===== src/rtl/pattern_event_log_if.sv =====
// Bundle of control inputs and status/read-back outputs of pattern_event_log.
// clk and rst stay outside the bundle as plain ports.
interface pattern_event_log_if #(
    parameter int TS_W  = 16,
    parameter int CNT_W = 16
) ();
    logic             valid_in;
    logic             det_in;
    logic             rd_en;
    logic             clr;
    logic [TS_W-1:0]  rd_data;
    logic             rd_valid;
    logic             empty;
    logic             full;
    logic [CNT_W-1:0] hit_count;
    logic [CNT_W-1:0] drop_count;
    logic             overflow;

    modport master (
        output valid_in, det_in, rd_en, clr,
        input  rd_data, rd_valid, empty, full, hit_count, drop_count, overflow
    );

    modport slave (
        input  valid_in, det_in, rd_en, clr,
        output rd_data, rd_valid, empty, full, hit_count, drop_count, overflow
    );
endinterface


===== src/rtl/pattern_event_log.sv =====
// Timestamps pattern detections against a count of stream bits and queues them
// in a small FIFO, with saturating hit/drop counters and a sticky overflow flag.
module pattern_event_log #(
    parameter int DEPTH = 8,
    parameter int TS_W  = 16,
    parameter int CNT_W = 16
) (
    input logic               clk,
    input logic               rst,
    pattern_event_log_if.slave bus
);
    localparam int AW = $clog2(DEPTH);
    localparam logic [TS_W-1:0]  TS_ONE  = 1;
    localparam logic [AW:0]      PTR_ONE = 1;
    localparam logic [CNT_W-1:0] CNT_ONE = 1;

    logic [TS_W-1:0]  ts;
    logic [AW:0]      wr_ptr;
    logic [AW:0]      rd_ptr;
    logic [TS_W-1:0]  mem [DEPTH];
    logic [TS_W-1:0]  rd_data_q;
    logic             rd_valid_q;
    logic [CNT_W-1:0] hit_q;
    logic [CNT_W-1:0] drop_q;
    logic             overflow_q;

    logic is_empty;
    logic is_full;
    logic pop;
    logic push_ok;
    logic drop_ev;

    // Extra pointer MSB tells a full ring from an empty one when the indices match.
    assign is_empty = (wr_ptr == rd_ptr);
    assign is_full  = (wr_ptr[AW] != rd_ptr[AW]) && (wr_ptr[AW-1:0] == rd_ptr[AW-1:0]);

    // Read handshake: rd_en is a request honoured only while not empty; the popped
    // entry appears on rd_data one cycle later, qualified by a single-cycle rd_valid.
    assign pop     = bus.rd_en && !is_empty;
    assign push_ok = bus.det_in && (!is_full || pop);
    assign drop_ev = bus.det_in && is_full && !pop;

    always_ff @(posedge clk or posedge rst) begin
        if (rst) begin
            ts         <= '0;
            wr_ptr     <= '0;
            rd_ptr     <= '0;
            rd_data_q  <= '0;
            rd_valid_q <= 1'b0;
            hit_q      <= '0;
            drop_q     <= '0;
            overflow_q <= 1'b0;
        end else if (bus.clr) begin
            ts         <= '0;
            wr_ptr     <= '0;
            rd_ptr     <= '0;
            rd_valid_q <= 1'b0;
            hit_q      <= '0;
            drop_q     <= '0;
            overflow_q <= 1'b0;
        end else begin
            if (bus.valid_in) begin
                ts <= ts + TS_ONE;
            end
            rd_valid_q <= pop;
            if (pop) begin
                rd_data_q <= mem[rd_ptr[AW-1:0]];
                rd_ptr    <= rd_ptr + PTR_ONE;
            end
            if (push_ok) begin
                wr_ptr <= wr_ptr + PTR_ONE;
                if (hit_q != '1) begin
                    hit_q <= hit_q + CNT_ONE;
                end
            end
            if (drop_ev) begin
                overflow_q <= 1'b1;
                if (drop_q != '1) begin
                    drop_q <= drop_q + CNT_ONE;
                end
            end
        end
    end

    // Storage is not reset; occupancy is defined by the pointers alone.
    always_ff @(posedge clk) begin
        if (push_ok && !bus.clr) begin
            mem[wr_ptr[AW-1:0]] <= ts;
        end
    end

    assign bus.rd_data    = rd_data_q;
    assign bus.rd_valid   = rd_valid_q;
    assign bus.empty      = is_empty;
    assign bus.full       = is_full;
    assign bus.hit_count  = hit_q;
    assign bus.drop_count = drop_q;
    assign bus.overflow   = overflow_q;
endmodule


===== src/flat_wrapper.sv =====
// flat-port wrapper written by rule: the top's interface ports become plain ports
module pattern_event_log_flat 
#(
    parameter int DEPTH = 8,
    parameter int TS_W  = 16,
    parameter int CNT_W = 16
)
  (clk, rst, bus_valid_in, bus_det_in, bus_rd_en, bus_clr, bus_rd_data, bus_rd_valid, bus_empty, bus_full, bus_hit_count, bus_drop_count, bus_overflow);
  pattern_event_log_if #(.TS_W(TS_W), .CNT_W(CNT_W)) bus_i ();
  input logic clk;
  input logic rst;
  input wire logic [$bits(bus_i.valid_in)-1:0] bus_valid_in;
  input wire logic [$bits(bus_i.det_in)-1:0] bus_det_in;
  input wire logic [$bits(bus_i.rd_en)-1:0] bus_rd_en;
  input wire logic [$bits(bus_i.clr)-1:0] bus_clr;
  output wire logic [$bits(bus_i.rd_data)-1:0] bus_rd_data;
  output wire logic [$bits(bus_i.rd_valid)-1:0] bus_rd_valid;
  output wire logic [$bits(bus_i.empty)-1:0] bus_empty;
  output wire logic [$bits(bus_i.full)-1:0] bus_full;
  output wire logic [$bits(bus_i.hit_count)-1:0] bus_hit_count;
  output wire logic [$bits(bus_i.drop_count)-1:0] bus_drop_count;
  output wire logic [$bits(bus_i.overflow)-1:0] bus_overflow;
  assign bus_i.valid_in = bus_valid_in;
  assign bus_i.det_in = bus_det_in;
  assign bus_i.rd_en = bus_rd_en;
  assign bus_i.clr = bus_clr;
  assign bus_rd_data = bus_i.rd_data;
  assign bus_rd_valid = bus_i.rd_valid;
  assign bus_empty = bus_i.empty;
  assign bus_full = bus_i.full;
  assign bus_hit_count = bus_i.hit_count;
  assign bus_drop_count = bus_i.drop_count;
  assign bus_overflow = bus_i.overflow;
  pattern_event_log #(.DEPTH(DEPTH), .TS_W(TS_W), .CNT_W(CNT_W)) u_core (.clk(clk), .rst(rst), .bus(bus_i));
endmodule

===== config.mk =====
export PLATFORM = sky130hd
export DESIGN_NAME = pattern_event_log_flat
export DESIGN_NICKNAME = d
export VERILOG_FILES = /design/src/rtl/pattern_event_log_if.sv /design/src/rtl/pattern_event_log.sv /design/src/flat_wrapper.sv
export SDC_FILE = /design/constraint.sdc
export NUM_CORES = 1
export LEC_CHECK = 0
export ABC_CLOCK_PERIOD_IN_PS = 4500
export CAP_MARGIN = 20
export CORE_MARGIN = 2
export CORE_UTILIZATION = 40
export CTS_BUF_LIST = sky130_fd_sc_hd__clkbuf_4 sky130_fd_sc_hd__clkbuf_8
export CTS_CLUSTER_DIAMETER = 200
export DETAILED_ROUTE_END_ITERATION = 6
export SETUP_SLACK_MARGIN = 0.1
export SKIP_CTS_REPAIR_TIMING = 1
export SYNTH_ARGS = -nofsm -noshare
export SYNTH_HDL_FRONTEND = slang
export SYNTH_SLANG_ARGS = --single-unit

===== constraint.sdc =====
create_clock -name clk -period 4.5 [get_ports clk]
set_input_delay 0.9 -clock clk [delete_from_list [all_inputs] [get_ports clk]]
set_output_delay 0.9 -clock clk [all_outputs]
set_load 0.05 [all_outputs]

# Yosys cells after proc, flatten, opt, wreduce, memory -nomap -nowiden
# Memory sizes are Yosys's and may differ from the RTL's. A register that Yosys moved wholly into a read port is not among the register bits.
# Index checks and enable logic that the tools add are counted.
[totals]
ff_bits = 58
mem_bits_rw = 128
output_inout_bits = 52
n_memories = 1
[classes]
addsub = 5
eq_ne = 5
n_mux = 17
n_bitwise = 1
reduce_logical = 20
[mem_list]
columns = ["memory", "words", "word_bits", "read_ports", "rd_ports_with_merged_regs", "write_ports", "line", "text"]
rows = [
  ["u_core.mem", 8, 16, 1, 1, 1, "pattern_event_log.sv:20", "logic [TS_W-1:0] mem [DEPTH];"],
]
[op_table]
columns = ["operator", "n"]
rows = [
  ["16-bit two-way mux", 8],
  ["16-bit by 1-bit adder with 16-bit output (second input constant)", 3],
  ["16-bit inequality test (second input constant)", 2],
  ["4-bit two-way mux", 4],
  ["2-bit nonzero test", 6],
  ["4-bit by 1-bit adder with 4-bit output (second input constant)", 2],
  ["1-bit logical AND", 6],
  ["2-bit AND reduction", 3],
  ["1-bit two-way mux", 5],
  ["4-bit == test", 1],
  ["1-bit zero test", 4],
  ["3-bit == test", 1],
  ["1-bit logical OR", 1],
  ["1-bit inequality test", 1],
  ["1-bit inverter", 1],
]

# Longest topological paths before layout
# Gate-level depths: netlist of the first run.
[logic_depth]
ltp_word = 8
mapped_depth = 8
mapped_depth_nobuf = 6

# Worst setup path after synthesis of the first run
# No wires, ideal clock.
[synth_timing]
path_type = "input-to-reg"
from = "input port bus_det_in"
to = "memory u_core.mem[4][0], enable pin"
arrival_ps = 3121
t_required_ps = 4091
path_slack_ps = 970
cell_stages = 5
cell_sequence = "clkbuf_1 > o21ai_0 > clkbuf_1 > or3b_2 > nor3_1"
[synth_between]
elab_chain_len = 4
[synth_rtl]
columns = ["element", "line", "text"]
rows = [
  ["start: declaration", "flat_wrapper.sv:13", "input wire logic [$bits(bus_i.det_in)-1:0] bus_det_in;"],
  ["1-bit logical AND", "pattern_event_log.sv:40", "assign push_ok = bus.det_in && (!is_full || pop);"],
  ["1-bit logical AND", "pattern_event_log.sv:87", "if (push_ok && !bus.clr) begin"],
  ["1-bit two-way mux", "pattern_event_log.sv:87", ""],
  ["1-bit two-way mux (not written as such)", "pattern_event_log.sv:88", "mem[wr_ptr[AW-1:0]] <= ts;"],
  ["end: declaration", "pattern_event_log.sv:20", ""],
]
# No other way between the ends.

# Worst setup path in the final report of the first run
[layout_timing]
from = "register u_core.wr_ptr[1]"
to = "output port bus_empty"
[layout_between]
elab_chain_len = 1
[layout_rtl]
columns = ["element", "line", "text"]
rows = [
  ["start: declaration", "pattern_event_log.sv:18", "logic [AW:0] wr_ptr;"],
  ["start signal: assignment", "pattern_event_log.sv:71", "wr_ptr <= wr_ptr + PTR_ONE;"],
  ["4-bit == test", "pattern_event_log.sv:34", "assign is_empty = (wr_ptr == rd_ptr);"],
  ["end: declaration", "flat_wrapper.sv:18", "output wire logic [$bits(bus_i.empty)-1:0] bus_empty;"],
]
# No other way between the ends.

==> qor.txt, run 1 <==
# rows: 53
Critical Path RT: 3600 ps
R2R cell count: 7
Post-DP HPWL: 10600 µm
Number of flops mapped to enable cells by yosys: 128
Main synth FF type: edfxtp_1
Async set-reset flop share out of synthesis: 0.366
Syn avg cell area: 14.5 µm²
Routed Antenna Nets: 0
Layout cells sized above 1: 0.171
Mapped Nets: 598
Largest net degree at the start of global routing: 49
Synth Warn #: 0
Initial antenna violation count: 0
Area of the core: 0.0210 mm²
Worst EP arrival: 2730 ps
Wire per inst: 17.8 µm
Setup violations, final: 0
RSZ-0062 raised after global routing: false
Die Ht: 150 µm
Max-slew violation count: 0
Die Wd: 150 µm
Final hold vios: 0
Clk buf depth: 3
Max Clock Skew: 12.2 ps
Min-Delay Path Depth: 2
Peak Freq: 275 MHz
DP Area: 0.00939 mm²
Period utilization: 0.807
Fill cell count: 1859
Number of global-route vias before repair: 5095
Worst VDD drop: 0.000177 V
Final setup TNS: 0 ps
Flip-flop and latch count after synthesis: 202
Post-route DRC: 0
Leakage: 3.58 nW
I/O Buffers: 57
Effective utilization at floorplan: 0.406
Root Buffer: clkbuf_8
Synth cell types: 42
Power per cell area: 461 mW/mm²
CTS buffer count: 31
GR Overflow Total: 0
Routability cong.: 0.788
Worst hold-check path type: register to register
First-pass DRT Iterations: 6
Vias after detailed routing: 5033
Iter 0 DRT Violations: 359
Tightest Pin Transition: 889 ps
Final instance area: 0.0101 mm²
Relative slew slack: 0.407
Clock period minus worst slack: 3630 ps
Seq/Total Area, Yosys: 0.669
Post-Route WL: 17100 µm
Crit-path max FO: 9
Clk_lat worst skew: 560 ps
Clock transition at the registers of the reported paths: 70 ps
First-pass GRT wire length: 27500 µm
Tot GR Track Use: 0.157
Post-Synthesis Cells: 587
Outcome: finished clean
Max Cap Viol: 0
# IOs: 58
Layout Nets: 672
CP Class: register to primary output
Post-DR vias/cell: 5.24
Clock sink total: 202
H-tree levels: 1
Die footprint: 0.0225 mm²
Setup crit end kind: primary output
TritonCTS clock tree: yes
Mapped Area: 0.00851 mm²
Syn-to-layout area delta: 19.1%
CP Launch Type: register
Diodes inserted: 0
layout make-up:
| type | instances | area (µm²) | share of cell area |
|---|---|---|---|
| Clock inverter | 17 | 211 | 0.0209 |
| Clock buffer | 41 | 527 | 0.0520 |
| Inverter | 11 | 42.5 | 0.00420 |
| Sequential cell | 202 | 5700 | 0.562 |
| Multi-Input combinational cell | 343 | 2640 | 0.260 |
| Tap cell | 275 | 344 | 0.0340 |
| Timing Repair Buffer | 72 | 676 | 0.0667 |
worst max-delay path, cell delays in order (launching register included):
cell	delay [ps]
dfrtp_1	490
xor2_1	230
or3_1	520
nor2_1	130
clkdlybuf4s50_1	810
logic make-up (layout without fill, tap and decap cells):
logic type / Yosys count / in the layout / share of synthesized area
flops: 202 / 202 / 0.669
mux: 56 / 56 / 0.113
simple gates: 179 / 179 / 0.108
compound gates: 78 / 78 / 0.0539
fa+ha+maj: 5 / 5 / 0.00735
xor+xnor: 25 / 25 / 0.0257
buf+inv: 42 / 141 / 0.0223
per-stage QoR:
stage | instances | setup WS [ps] | util | hold slack [ps] | total power (W)
finish | 961 | 867 | 0.484 | 477 | 0.00467
CTS | 960 | 813 | 0.483 | 486 | 0.00474
floorplan | 587 | 970 | - | 548 | 0.00272
global route | 961 | 745 | 0.484 | 498 | 0.00488
global placement | 902 | 1360 | 0.448 | 461 | 0.00294
detailed placement | 902 | 1290 | 0.448 | 472 | 0.00296
per-layer routing:
metal	vias to the layer above	wire, µm	track usage	part of all wire
met5	-	0	0	0
met1	2533	7410	0.210	0.43
met4	0	255	0.0368	0.015
li1	2392	-	-	-
met2	93	8660	0.269	0.51
met3	15	795	0.0262	0.046
cells in the final DEF, fill, tap and decap left out, drive strengths merged, types with 18 or more instances in the layout:
cell           count
nand3             18
mux2i             21
a21oi             26
nand2             35
nor2              51
clkdlybuf4s50     56
mux4              32
dfrtp             74
clkbuf            42
o21ai             29
edfxtp           128
state kept, by name, summed over array words and instances (netlist names):
name                   cells
u_core.mem               128
u_core.bus.rd_data        16
u_core.ts                 16
u_core.wr_ptr              4
u_core.rd_ptr              4
u_core.bus.overflow        1
u_core.bus.drop_count     16
u_core.bus.rd_valid        1
u_core.bus.hit_count      16
power breakdown:
part / internal, W / switching (W)
Sequential: 0.00206 / 0.0000549
Combinational: 0.000285 / 0.000509
Clock: 0.00105 / 0.000710
Total: 0.00340 / 0.00127
synthesized netlist by cell type (2+ instances only):
cell	n	area, µm²
buf_6	3	33.8
o21ai_0	29	145
mux4_2	32	721
nand2b_1	5	31.3
or2_2	4	25.0
nand2_1	35	131
buf_2	2	10.0
xor2_1	17	149
xnor2_1	8	70.1
and3_1	3	18.8
nor4_1	2	12.5
mux2i_1	21	210
a21oi_1	26	130
clkbuf_1	20	75.1
buf_4	2	15.0
nor2b_1	2	12.5
nor3b_1	2	15.0
mux2_2	3	33.8
nand4_1	15	93.8
edfxtp_1	128	3840
o211ai_1	2	15.0
nand3_1	18	90.1
or4b_2	4	40.0
a211oi_1	2	15.0
nor2_1	51	191
dfrtp_1	74	1850
and4_1	3	26.3
nor3_1	7	35.0
ha_1	5	62.6
inv_1	11	41.3
or3_1	15	93.8
o31ai_1	10	75.1
or4_1	10	75.1
buf_1	4	15.0
o41ai_1	5	43.8
final timing paths:
check	start	slack, ps	to
hold / removal	u_core.bus.rd_data[13]	480	u_core.bus.rd_data[13]
setup reg to reg	u_core.wr_ptr[0]	1800	u_core.mem[6][8]
setup / recovery	u_core.wr_ptr[1]	870	bus_empty
min in group asynchronous	rst	810	u_core.bus.hit_count[11]
hold reg to reg	u_core.bus.rd_data[13]	480	u_core.bus.rd_data[13]
max in group asynchronous	rst	2740	u_core.rd_ptr[0]
No activity file was read; power rests on OpenSTA's default activity.
==> run 2, diff against run 1 <==
ABC_CLOCK_PERIOD_IN_PS = 3800   (was 4500)
clock period = 3.8 ns   (was 4.5 ns; I/O delays follow)
==> run 2 against run 1 <==
Core utilization is 0.17 points lower. Largest cell class unchanged. Sequential power is 19% higher. Cell count up 0.62%. Die area unchanged. Flip-flop and latch count unchanged. Critical endpoint unchanged. Clock skew up 3.9 ps. Critical path depth did not move. Largest power group unchanged. Total power is 16% higher. Via count up 2.1%. First-iteration DRC count increased by 8.6%. Setup slack gained 40 ps. Register-to-register slack got worse by 710 ps.
==> qor.txt, run 2 (synthesized netlist as in run 1, its figures left out) <==
Outcome: finished clean (unchanged)
Clock period minus worst slack: 2890 ps
Clk buf depth: 3 (unchanged)
Max reg flops: 128 (unchanged)
Slowest CP cell: dfrtp_1 (was clkdlybuf4s50_1)
Layout Nets: 677 (was 672)
Worst EP arrival: 2130 ps (was 2730 ps)
Fill cell count: 1816 (was 1859)
Tot GR Track Use: 0.164 (was 0.157)
Most frequent cells in the layout: edfxtp_1, dfrtp_1, clkdlybuf4s50_1 (unchanged)
Area of the multi-input gates: 0.00264 mm² (unchanged)
Worst path top cell family by delay: simple AND/OR/NAND/NOR gates (was buffers and inverters)
Routability cong.: 0.793 (was 0.788)
Critical Path RT: 3040 ps (was 3600 ps)
Worst hold-check path type: register to register (unchanged)
Post-DP HPWL: 11400 µm (was 10600 µm)
Die Ht: 150 µm (unchanged)
# rows: 53 (unchanged)
Peak Freq: 346 MHz
Worst Setup SP: u_core.wr_ptr[0] (was u_core.wr_ptr[1])
Diodes inserted: 0 (unchanged)
Largest net degree at the start of global routing: 43 (was 49)
Die Wd: 150 µm (unchanged)
Critical Path Stages: 4 (unchanged)
RSZ-0062 raised after global routing: false (unchanged)
CTS buffer count: 34 (was 31)
GR Overflow Total: 0 (unchanged)
Post-Route WL: 17700 µm (was 17100 µm)
Cells after DPL: 905 (was 902)
Vias after detailed routing: 5140 (was 5033)
Area of the core: 0.0210 mm² (unchanged)
Layout cells sized above 1: 0.181 (was 0.171)
First-pass GRT wire length: 28300 µm (was 27500 µm)
Number of global-route vias before repair: 5167 (was 5095)
Worst hold start: u_core.bus.rd_data[14] (was u_core.bus.rd_data[13])
Wire per inst: 18.3 µm (was 17.8 µm)
Clock transition at the registers of the reported paths: 60 ps (was 70 ps)
Root Buffer: clkbuf_8 (unchanged)
# IOs: 58 (unchanged)
Final cell count without fillers: 967 (was 961)
CP Class: register to primary output (unchanged)
Post-DR vias/cell: 5.32 (was 5.24)
I/O Buffers: 57 (unchanged)
CP Buf/Inv Count: 1 (unchanged)
Worst VDD drop: 0.000189 V (was 0.000177 V)
Final setup TNS: 0 ps (unchanged)
Leakage: 3.58 nW (about the same)
Setup violations, final: 0 (unchanged)
Post-route DRC: 0 (unchanged)
Effective utilization at floorplan: 0.406 (unchanged)
Clk_lat worst skew: 510 ps (was 560 ps)
Die footprint: 0.0225 mm² (unchanged)
Storage cell area: 0.00570 mm² (unchanged)
H-tree levels: 2 (was 1)
Max Cap Viol: 0 (unchanged)
Worst r2r src: u_core.wr_ptr[0] (unchanged)
TritonCTS clock tree: yes (unchanged)
Period utilization: 0.761
First-pass DRT Iterations: 4 (was 6)
CP max stage delay: 510 ps (was 810 ps)
Final hold vios: 0 (unchanged)
Initial antenna violation count: 0 (unchanged)
Max Clock Skew: 16.1 ps (was 12.2 ps)
Crit-path max FO: 9 (unchanged)
Min-Delay Path Depth: 2 (unchanged)
Most common cell after layout, fill and taps aside: edfxtp_1 (unchanged)
DP Area: 0.00941 mm² (was 0.00939 mm²)
CP Launch Type: register (unchanged)
Iter 0 DRT Violations: 390 (was 359)
Power per cell area: 535 mW/mm² (was 461 mW/mm²)
Max-slew violation count: 0 (unchanged)
Syn-to-layout area delta: 18.6% (was 19.1%)
Final instance area: 0.0101 mm² (about the same)
Relative slew slack: 0.406 (was 0.407)
Worst-path cell chain: xor2_1 -> or3_1 -> nor2_1 -> buf_4 (was xor2_1 -> or3_1 -> nor2_1 -> clkdlybuf4s50_1)
Tightest Pin Transition: 887 ps (was 889 ps)
R2R cell count: 7 (unchanged)
Clock sink total: 202 (unchanged)
Setup crit end kind: primary output (unchanged)
Routed Antenna Nets: 0 (unchanged)
run 2: cell types whose count changed in the layout (fill, tap and decap cells not counted), sizes merged:
cell / change
clkinvlp: +1
clkinv: +5
clkdlybuf4s50: -2
inv: +1
bufinv: -3
buf: +5
clkbuf: -1
run 2: worst paths after layout:
check | to | slack (ps)
worst max-delay path | bus_empty | 910
worst min-delay path | u_core.bus.rd_data[14] | 470
worst max register to register | u_core.mem[5][15] | 1090
worst min register to register | u_core.bus.rd_data[14] | 470
max in group asynchronous | u_core.ts[15] | 2360
min in group asynchronous | u_core.bus.hit_count[5] | 680
run 2: report_power, final:
part           switching (W)  internal [W]  leakage, nW
combinational       0.000610      0.000339        0.979
sequential         0.0000680       0.00244         2.24
clock               0.000871       0.00108        0.365
run 2: final cells by class:
type / instances / area share
clock buffer: 41 / 0.0528
clock inverter: 21 / 0.0155
timing repair buffer: 74 / 0.0682
inverter: 11 / 0.00421
multi-input combinational: 343 / 0.261
tap: 275 / 0.0341
sequential: 202 / 0.564
run 2: routing by layer:
metal / track usage / vias up / share of wire
met1: 0.233 / 2620 / 0.46
met4: 0.0476 / 0 / 0.016
li1: - / 2403 / -
met2: 0.259 / 98 / 0.48
met3: 0.0323 / 19 / 0.050
met5: 0 / - / 0
run 2: through the flow:
stage | hold slack [ps] | util | setup slack, ps | total power (W)
3_5_place_dp | 470 | 0.449 | 760 | 0.00352
2_1_floorplan | 548 | - | 398 | 0.00322
3_3_place_gp | 461 | 0.449 | 791 | 0.00350
5_1_grt | 508 | 0.482 | 799 | 0.00565
4_1_cts | 484 | 0.482 | 871 | 0.00548
6_report | 473 | 0.482 | 907 | 0.00540
run 2: worst min-delay path, cell delays in order, from the launching register on:
cell and delay, ps:
dfrtp_1 340, nand2_1 40, o21ai_0 50
==> run 3, diff against run 2 <==
ABC_CLOCK_PERIOD_IN_PS = 2870   (was 3800)
clock period = 2.87 ns   (was 3.8 ns; I/O delays follow)
==> run 3 against run 2 <==
Total power up 34%. Combinational power is 36% higher. Highest routed layer unchanged. Largest power group unchanged. Sequential power up 32%. Final area up 1.7%. Register-to-register slack got worse by 720 ps. Via count increased by 1.1%. Non-clock buffer count grew 3.
==> qor.txt, run 3 (synthesized netlist as in run 1, its figures left out) <==
Outcome: finished clean (unchanged)
I/O Buffers: 57 (unchanged)
Fill cell count: 1836 (was 1816)
Root Buffer: clkbuf_8 (unchanged)
CP max stage delay: 440 ps (was 510 ps)
CTS buffer count: 34 (unchanged)
Final hold vios: 0 (unchanged)
Crit-path max FO: 8 (was 9)
Layout cells sized above 1: 0.193 (was 0.181)
Max reg flops: 128 (unchanged)
Wire per inst: 18.6 µm (was 18.3 µm)
# rows: 53 (unchanged)
H-tree levels: 2 (unchanged)
First-pass DRT Iterations: 5 (was 4)
Post-Route WL: 18100 µm (was 17700 µm)
Worst r2r src: u_core.bus.hit_count[0] (was u_core.wr_ptr[0])
Setup WS pre-CTS: 213 ps (was 760 ps)
Setup crit end kind: primary output (unchanged)
Relative slew slack: 0.511 (was 0.406)
DP Area: 0.00955 mm² (was 0.00941 mm²)
Post-DR vias/cell: 5.35 (was 5.32)
Clk_lat worst skew: 530 ps (was 510 ps)
Finished Core Util: 0.490 (was 0.482)
Storage cell area: 0.00570 mm² (unchanged)
R2R cell count: 6 (was 7)
RSZ-0062 raised after global routing: false (unchanged)
# IOs: 58 (unchanged)
Syn-to-layout area delta: 20.7% (was 18.6%)
Clock sink total: 202 (unchanged)
Setup violations, final: 0 (unchanged)
Flop2flop setup slack: 370 ps (was 1090 ps)
Clock transition at the registers of the reported paths: 60 ps (about the same)
Power, Total: 0.00727 W (was 0.00540 W)
Die Ht: 150 µm (unchanged)
Post-DP HPWL: 11300 µm (was 11400 µm)
Slowest CP cell: dfrtp_1 (unchanged)
Tightest Pin Transition: 730 ps (was 887 ps)
Iter 0 DRT Violations: 427 (was 390)
Die Wd: 150 µm (unchanged)
Period utilization: 0.897
Clock period minus worst slack: 2580 ps
Number of global-route vias before repair: 5246 (was 5167)
Initial antenna violation count: 1 (was 0)
Worst VDD drop: 0.000247 V (was 0.000189 V)
Layout Nets: 680 (was 677)
Area of the multi-input gates: 0.00265 mm² (was 0.00264 mm²)
Post-route DRC: 0 (unchanged)
Area of the core: 0.0210 mm² (unchanged)
Most common cell after layout, fill and taps aside: edfxtp_1 (unchanged)
Largest net degree at the start of global routing: 75 (was 43)
Routed Antenna Nets: 0 (unchanged)
Peak Freq: 388 MHz
Vias after detailed routing: 5198 (was 5140)
Critical Path RT: 2300 ps (was 3040 ps)
Clk buf depth: 3 (unchanged)
CP Launch Type: register (unchanged)
Effective utilization at floorplan: 0.406 (unchanged)
Worst-path cell chain: xor2_1 -> or3_1 -> nor2_1 -> buf_12 (was xor2_1 -> or3_1 -> nor2_1 -> buf_4)
Max Clock Skew: 28.8 ps (was 16.1 ps)
R2r endpoint: u_core.bus.hit_count[5] (was u_core.mem[5][15])
Most frequent cells in the layout: edfxtp_1, dfrtp_1, clkdlybuf4s50_1 (unchanged)
Routability cong.: 0.783 (was 0.793)
Worst EP arrival: 2000 ps (was 2130 ps)
Final setup margin: 295 ps (was 907 ps)
Leakage: 3.64 nW (was 3.58 nW)
Power per cell area: 707 mW/mm² (was 535 mW/mm²)
Die footprint: 0.0225 mm² (unchanged)
Max Cap Viol: 0 (unchanged)
Worst hold-check path type: input pin to asynchronous set/reset pin (was register to register)
First-pass GRT wire length: 28300 µm (about the same)
Tot GR Track Use: 0.166 (was 0.164)
Max-slew violation count: 0 (unchanged)
Final instance area: 0.0103 mm² (was 0.0101 mm²)
CP Class: register to primary output (unchanged)
GR Overflow Total: 0 (unchanged)
TritonCTS clock tree: yes (unchanged)
## run 3: per-layer routing
layer | GRT usage | wire length [µm] | vias up
li1 | - | - | 2407
met3 | 0.0268 | 712 | 29
met1 | 0.235 | 8390 | 2647
met4 | 0.0679 | 462 | 0
met5 | 0 | 0 | -
met2 | 0.257 | 8530 | 115
## run 3: power by group
group          internal, W  switching, W
registers          0.00323     0.0000811
logic             0.000476      0.000818
clock network      0.00154       0.00113
total              0.00524       0.00203
## run 3: layout make-up
class,instances,area share
Clock inverter,8,0.00682
Tap cell,275,0.0335
Inverter,11,0.00414
Multi-Input combinational cell,343,0.257
Sequential cell,202,0.554
Clock buffer,54,0.0632
Antenna cell,1,0.000244
Timing Repair Buffer,77,0.0801
## run 3: worst max path at each step
stage	start	endpoint	slack, ps	cells after the start
after floorplan	u_core.rd_ptr[2]	u_core.mem[5][0]	-110	8
after global placement	bus_det_in	u_core.mem[7][1]	250	5
after detailed placement	bus_rd_en	u_core.bus.drop_count[12]	210	6
after CTS	u_core.wr_ptr[2]	bus_empty	230	4
after global routing	u_core.wr_ptr[2]	bus_empty	190	4
final	u_core.wr_ptr[2]	bus_empty	290	4
## run 3: critical path, delay by kind of cell, from the launching register on
kind | cells | cell delay, ps
DFF | 1 | 440
xor gates and xnor gates | 1 | 200
and+or+nand+nor | 2 | 680
buffers and inverters | 1 | 170
## run 3: stage by stage
stage               cells  setup TNS, ps  hold WS (ps)
floorplan             587          -6380           548
finish                971              0           448
global placement      908              0           464
detailed placement    908              0           471
CTS                   970              0           472
global route          971              0           507
